**src/rtl/ram_arb_pkg.sv**
```systemverilog
// ram_arb_pkg: shared state enum, requester ids and defaults
// for the two-requester RAM port arbiter.
package ram_arb_pkg;

  typedef enum logic {
    IDLE     = 1'b0,
    WAIT_RSP = 1'b1
  } arb_state_t;

  localparam logic REQ_LOADER = 1'b0;
  localparam logic REQ_CORE   = 1'b1;

  localparam int TIMEOUT_DEF = 16;

endpackage

```
**src/rtl/ram_arb_timeout_cnt.sv**
```systemverilog
// ram_arb_timeout_cnt: clearable saturating response-wait counter
// for the RAM port arbiter.
module ram_arb_timeout_cnt #(
  parameter int W = 5
) (
  input  logic         clk_sys,
  input  logic         rst_sys,
  input  logic         clr,
  input  logic         inc,
  output logic [W-1:0] cnt
);

  always_ff @(posedge clk_sys or posedge rst_sys) begin
    if (rst_sys) begin
      cnt <= '0;
    end else if (clr) begin
      cnt <= '0;
    end else if (inc && (cnt != '1)) begin
      cnt <= cnt + 1'b1;
    end
  end

endmodule

```
**src/rtl/ram_port_arbiter.sv**
```systemverilog
// ram_port_arbiter: boot loader / core arbiter for one RAM port.
// Define RAM_ARB_ROUND_ROBIN_EN for round-robin, else m0 has priority.
module ram_port_arbiter
  import ram_arb_pkg::*;
#(
  parameter int ADDR_W  = 32,
  parameter int DATA_W  = 32,
  parameter int TIMEOUT = TIMEOUT_DEF
) (
  input  logic                clk_sys,
  input  logic                rst_sys,
  input  logic                m0_req,
  input  logic                m0_we,
  input  logic [ADDR_W-1:0]   m0_addr,
  input  logic [DATA_W/8-1:0] m0_be,
  input  logic [DATA_W-1:0]   m0_wdata,
  input  logic                m0_lock,
  output logic                m0_gnt,
  output logic                m0_rvalid,
  output logic                m0_err,
  output logic [DATA_W-1:0]   m0_rdata,
  input  logic                m1_req,
  input  logic                m1_we,
  input  logic [ADDR_W-1:0]   m1_addr,
  input  logic [DATA_W/8-1:0] m1_be,
  input  logic [DATA_W-1:0]   m1_wdata,
  output logic                m1_gnt,
  output logic                m1_rvalid,
  output logic                m1_err,
  output logic [DATA_W-1:0]   m1_rdata,
  output logic                ram_req,
  output logic                ram_we,
  output logic [ADDR_W-1:0]   ram_addr,
  output logic [DATA_W/8-1:0] ram_be,
  output logic [DATA_W-1:0]   ram_wdata,
  input  logic                ram_rvalid,
  input  logic [DATA_W-1:0]   ram_rdata
);

  localparam int CNT_W = $clog2(TIMEOUT + 1);
  localparam logic [CNT_W-1:0] LAST = CNT_W'(TIMEOUT - 1);

  arb_state_t       state;
  logic             owner;
  logic             gap;
  logic [CNT_W-1:0] cnt;
  logic             m1_elig;
  logic             any_req;
  logic             win;
  logic             issue;
  logic             rsp;
  logic             err;
  logic [DATA_W-1:0] rsp_data;

  assign m1_elig = m1_req & ~m0_lock;
  assign any_req = m0_req | m1_elig;

`ifdef RAM_ARB_ROUND_ROBIN_EN
  logic rr_ptr;
  assign win = m1_elig & (~m0_req | rr_ptr);
`else
  assign win = m1_elig & ~m0_req;
`endif

  // gap holds off a grant for one cycle after every response
  assign issue = (state == IDLE) & ~gap & any_req & ~rst_sys;
  assign rsp   = (state == WAIT_RSP) & (ram_rvalid | (cnt == LAST));
  assign err   = rsp & ~ram_rvalid;

  assign rsp_data = (rsp & ram_rvalid) ? ram_rdata : '0;

  assign m0_gnt    = issue & (win == REQ_LOADER);
  assign m1_gnt    = issue & (win == REQ_CORE);
  assign ram_req   = issue;
  assign ram_we    = issue & (win ? m1_we : m0_we);
  assign ram_addr  = issue ? (win ? m1_addr : m0_addr) : '0;
  assign ram_be    = issue ? (win ? m1_be : m0_be) : '0;
  assign ram_wdata = issue ? (win ? m1_wdata : m0_wdata) : '0;

  assign m0_rvalid = rsp & (owner == REQ_LOADER);
  assign m1_rvalid = rsp & (owner == REQ_CORE);
  assign m0_err    = err & (owner == REQ_LOADER);
  assign m1_err    = err & (owner == REQ_CORE);
  assign m0_rdata  = m0_rvalid ? rsp_data : '0;
  assign m1_rdata  = m1_rvalid ? rsp_data : '0;

  always_ff @(posedge clk_sys or posedge rst_sys) begin
    if (rst_sys) begin
      state  <= IDLE;
      owner  <= REQ_LOADER;
      gap    <= 1'b0;
`ifdef RAM_ARB_ROUND_ROBIN_EN
      rr_ptr <= REQ_LOADER;
`endif
    end else begin
      gap <= rsp;
      unique case (state)
        IDLE: begin
          if (issue) begin
            state  <= WAIT_RSP;
            owner  <= win;
`ifdef RAM_ARB_ROUND_ROBIN_EN
            rr_ptr <= ~win;
`endif
          end
        end
        WAIT_RSP: begin
          if (rsp) state <= IDLE;
        end
      endcase
    end
  end

  ram_arb_timeout_cnt #(
    .W (CNT_W)
  ) u_tmo (
    .clk_sys (clk_sys),
    .rst_sys (rst_sys),
    .clr     (issue),
    .inc     (state == WAIT_RSP),
    .cnt     (cnt)
  );

endmodule

```
**config.mk**
```make
export PLATFORM = sky130hd
export DESIGN_NAME = ram_port_arbiter
export DESIGN_NICKNAME = d
export VERILOG_FILES = /design/src/rtl/ram_arb_pkg.sv /design/src/rtl/ram_arb_timeout_cnt.sv /design/src/rtl/ram_port_arbiter.sv
export SDC_FILE = /design/constraint.sdc
export NUM_CORES = 1
export LEC_CHECK = 0
export BUFFER_PORTS_ARGS = -buffer_cell sky130_fd_sc_hd__buf_2
export CAP_MARGIN = 20
export CORE_AREA = 2 2 124 126
export CTS_CLUSTER_SIZE = 20
export DETAILED_ROUTE_END_ITERATION = 8
export DIE_AREA = 0 0 126 128
export HOLD_SLACK_MARGIN = 0.06
export PLACE_DENSITY = 0.38
export SETUP_SLACK_MARGIN = 0.4
export SYNTH_ARGS = -nofsm -noshare
export SYNTH_HDL_FRONTEND = slang
export SYNTH_SLANG_ARGS = --single-unit
```
**constraint.sdc**
```tcl
create_clock -name clk_sys -period 2.6 [get_ports clk_sys]
set_input_delay 0.52 -clock clk_sys [delete_from_list [all_inputs] [get_ports clk_sys]]
set_output_delay 0.52 -clock clk_sys [all_outputs]
set_load 0.02 [all_outputs]
```
==> qor.csv <==
stage;metric;value;unit
die;io-pin-count;316;
clocking;clock_latency;0.23;ns
die;die_area;16130;um^2
final_layout;fillers;1484;
clocking;cts.sinks;8;
critical_path;crit_chain;ha_2 > and3_4 > ha_4 > o21a_4 > nand2_8 > buf_12 > clkbuf_16 > nor2_4 > buf_6;
power_and_ir_drop;seqPwrFrac;0.118;
power_and_ir_drop;power_density;287.0;nW/um^2
route;remaining_drc_errors;0;
critical_path;r2r-start;u_tmo.cnt[0];
critical_path;path_class;reg2out;
place;portBuffers;315;
die;dieWidth;126;um
timing;finalHoldViolations;0;
worst_hold_path;hp-class;in2async;
yosys;synth_fp_nets;417;
die;fp.dieH;128;um
critical_path;arrival;1.97;ns
timing;final_max_slew_viol_count;0;
final_layout;final_cells;777;
yosys;synth_top_cell_area_share;0.3672;
clocking;cts-buffers-inserted;3;
critical_path;rrSetupSlack;0.75;ns
route;viasPerCell;4.336;
critical_path;cp_slowest_cell;dfrtp_1;
yosys;synth_top_cell_by_area;a22o_1;
yosys;synth_cells;238;
power_and_ir_drop;p_sw;0.6670;mW
grt;grt_first_pass_wirelength;18210;um
place;dp_hpwl;9021;um
final_layout;fin_nets;770;
yosys;synth.most_common_cell;nor2_1;
die;row_count;45;
final_layout;n_antenna_cell;0;
critical_path;path_max_fanout;8;
power_and_ir_drop;vdd_drop_max;0.0001917;V
critical_path;slowest_delay;0.38;ns
final_layout;area_delta_synth_final;266.4;%
route;drtAntennaViolNets;0;
grt;grt_overflow;0;
yosys;synth_area_per_cell;6.613;um^2
timing;setup_viol;0;
job;maxCapViolCount;0;
route;first_pass_iters;5;
timing;worst_pin_slew;0.3491;ns
grt;grt_pass1_vias;3153;
place;place_ws;0.1168;ns
yosys;ys_ff_latch;8;
yosys;ys_warn_count;0;
die;start_util;0.1059;
yosys;synth_edf_count;0;
yosys;ys_seq_area_frac;0.1272;
timing;slew-limit-headroom;0.7670;
yosys;synth_area_leaders;a22o_1 (37%), nor2_1 (17%), dfrtp_1 (13%);
route;wirelength;14620;um
final_layout;postLayoutCoreUtil;0.3880;
timing;fmax;402.0;MHz
die;core;14860;um^2
yosys;synthTopCellsByCount;nor2_1 (70), a22o_1 (66), nand2_1 (36);
grt;grt_antenna_before_repair;0;
critical_path;start_kind;register;
status;outcome;complete, no violations;
clocking;htree_levels;1;
route;drt_iter0_drc;91;
final_layout;design_area;5767;um^2
timing;finalClockSkew;0.0009600;ns
clocking;cts_root_buf;clkbuf_16;
yosys;yosys_most_used_dff;dfrtp_1;
yosys;netlist-cell-type-count;28;
timing;tns;0;ns
place;post_dp_cell_area;3410;um^2
place;place_inst;725;
timing;layout_setup_ws;0.1122;ns
timing;min_period_over_period;0.9568;
critical_path;worstPathRequired;2.08;ns
yosys;synthesis.area;1574;um^2
power_and_ir_drop;leakagePower;2.708;nW
power_and_ir_drop;power;1.655;mW
yosys;synthArstFlopShare;1.000;
grt;grt_usage;0.1422;
power_and_ir_drop;clock_power_share;0.156;
power_and_ir_drop;comb_power_share;0.726;
timing;fin_crit;2.488;ns
route;wl_per_cell;18.81;um
critical_path;end_kind;output pin;
critical_path;r2r_cells;7;
power_and_ir_drop;intPower;0.9878;mW
timing;hold_slack;0.2474;ns
clocking;path_clk_slew;0.04;ns
route;vias;3369;
clocking;clock_path_buffers;2;
critical_path;reg2reg_to;u_tmo.cnt[3];
grt;grt_start_max_net_pins;33;
timing;rsz0062_at_grt;true;
power_and_ir_drop;swShare;0.4030;
final_layout;drive_above_1_share;0.7759;
place;gp_congestion;0.8396;
clocking;cts_tree;done;
-- worst max path at each step --
stage	from	cells after the start	endpoint
after floorplan	u_tmo.cnt[0]	7	m1_rdata[10]
after global placement	rst_sys	6	ram_addr[11]
after detailed placement	rst_sys	6	ram_addr[11]
after CTS	rst_sys	8	ram_wdata[28]
after global routing	u_tmo.cnt[0]	9	m1_rdata[24]
final	u_tmo.cnt[0]	9	m1_rdata[24]
-- placed cells by master (no fill, tap or decap), drive strengths merged --
cell type,n
o21ai,2
clkbuf,13
or3,2
and2,1
nor3,1
nor2b,2
o21a,1
and3,1
xnor2,1
a211oi,1
or2b,1
nand2,36
nand2b,1
nor2,71
a21oi,3
ha,3
a22o,69
xor2,1
inv,6
buf,362
nand3b,1
a21o,1
nand3,1
dfrtp,8
-- sequential cells by signal, indices dropped and copies added, names as in the netlist --
name,count
state,1
u_tmo.cnt,5
gap,1
owner,1
-- metal layers --
metal / wire, um / track usage / share of wire / vias to the layer above
met2: 7748 / 0.2628 / 0.53 / 208
met1: 5568 / 0.1738 / 0.38 / 1591
met3: 1131 / 0.02546 / 0.077 / 12
met4: 170 / 0.02521 / 0.012 / 0
li1: - / - / - / 1558
met5: 0 / 0 / 0 / -
-- power groups by stage --
stage	clock [mW]	combinational (mW)	sequential, mW
after floorplan	0	0.375	0.187
after global placement	0	0.668	0.194
after detailed placement	0	0.668	0.195
after CTS	0.262	0.979	0.196
after global routing	0.269	1.27	0.200
final	0.258	1.20	0.195
-- critical path: cells and delay by family, from the launching register on --
family,cells,cell delay [ns]
simple gates,3,0.32
fa+ha+maj,2,0.35
flops,1,0.38
buf+inv,3,0.43
compound gates,1,0.26
-- kinds of logic (layout without fill, tap and decap cells) --
kind of cell | count (synthesis) | count (layout) | synth area share
buffers and inverters | 30 | 381 | 0.1105
flip-flops | 8 | 8 | 0.1272
AO/OA/AOI/OAI | 77 | 77 | 0.4165
XOR/XNOR | 2 | 2 | 0.01113
adder cells (fa/ha/maj) | 3 | 3 | 0.02385
AND/OR/NAND/NOR | 118 | 118 | 0.3108
-- repair_timing --
action | in CTS | in global routing
hold buffers | 0 | 0
buffers inserted | 15 | 9
gates cloned | 12 | 13
pin swaps | 27 | 48
endpoints found under the setup margin | 139 | 140
resized for setup | 250 | 172
-- area by class of cell --
class | instances | area (um^2) | area share
well taps | 188 | 235.2 | 0.04079
flip-flops and latches | 8 | 201.4 | 0.03493
clock buffers | 3 | 75.07 | 0.01302
repair buffers | 372 | 3471 | 0.6019
multi-input cells | 200 | 1759 | 0.3051
inverters | 6 | 25.02 | 0.004339
Note: power is estimated with default switching activity, not from simulation.
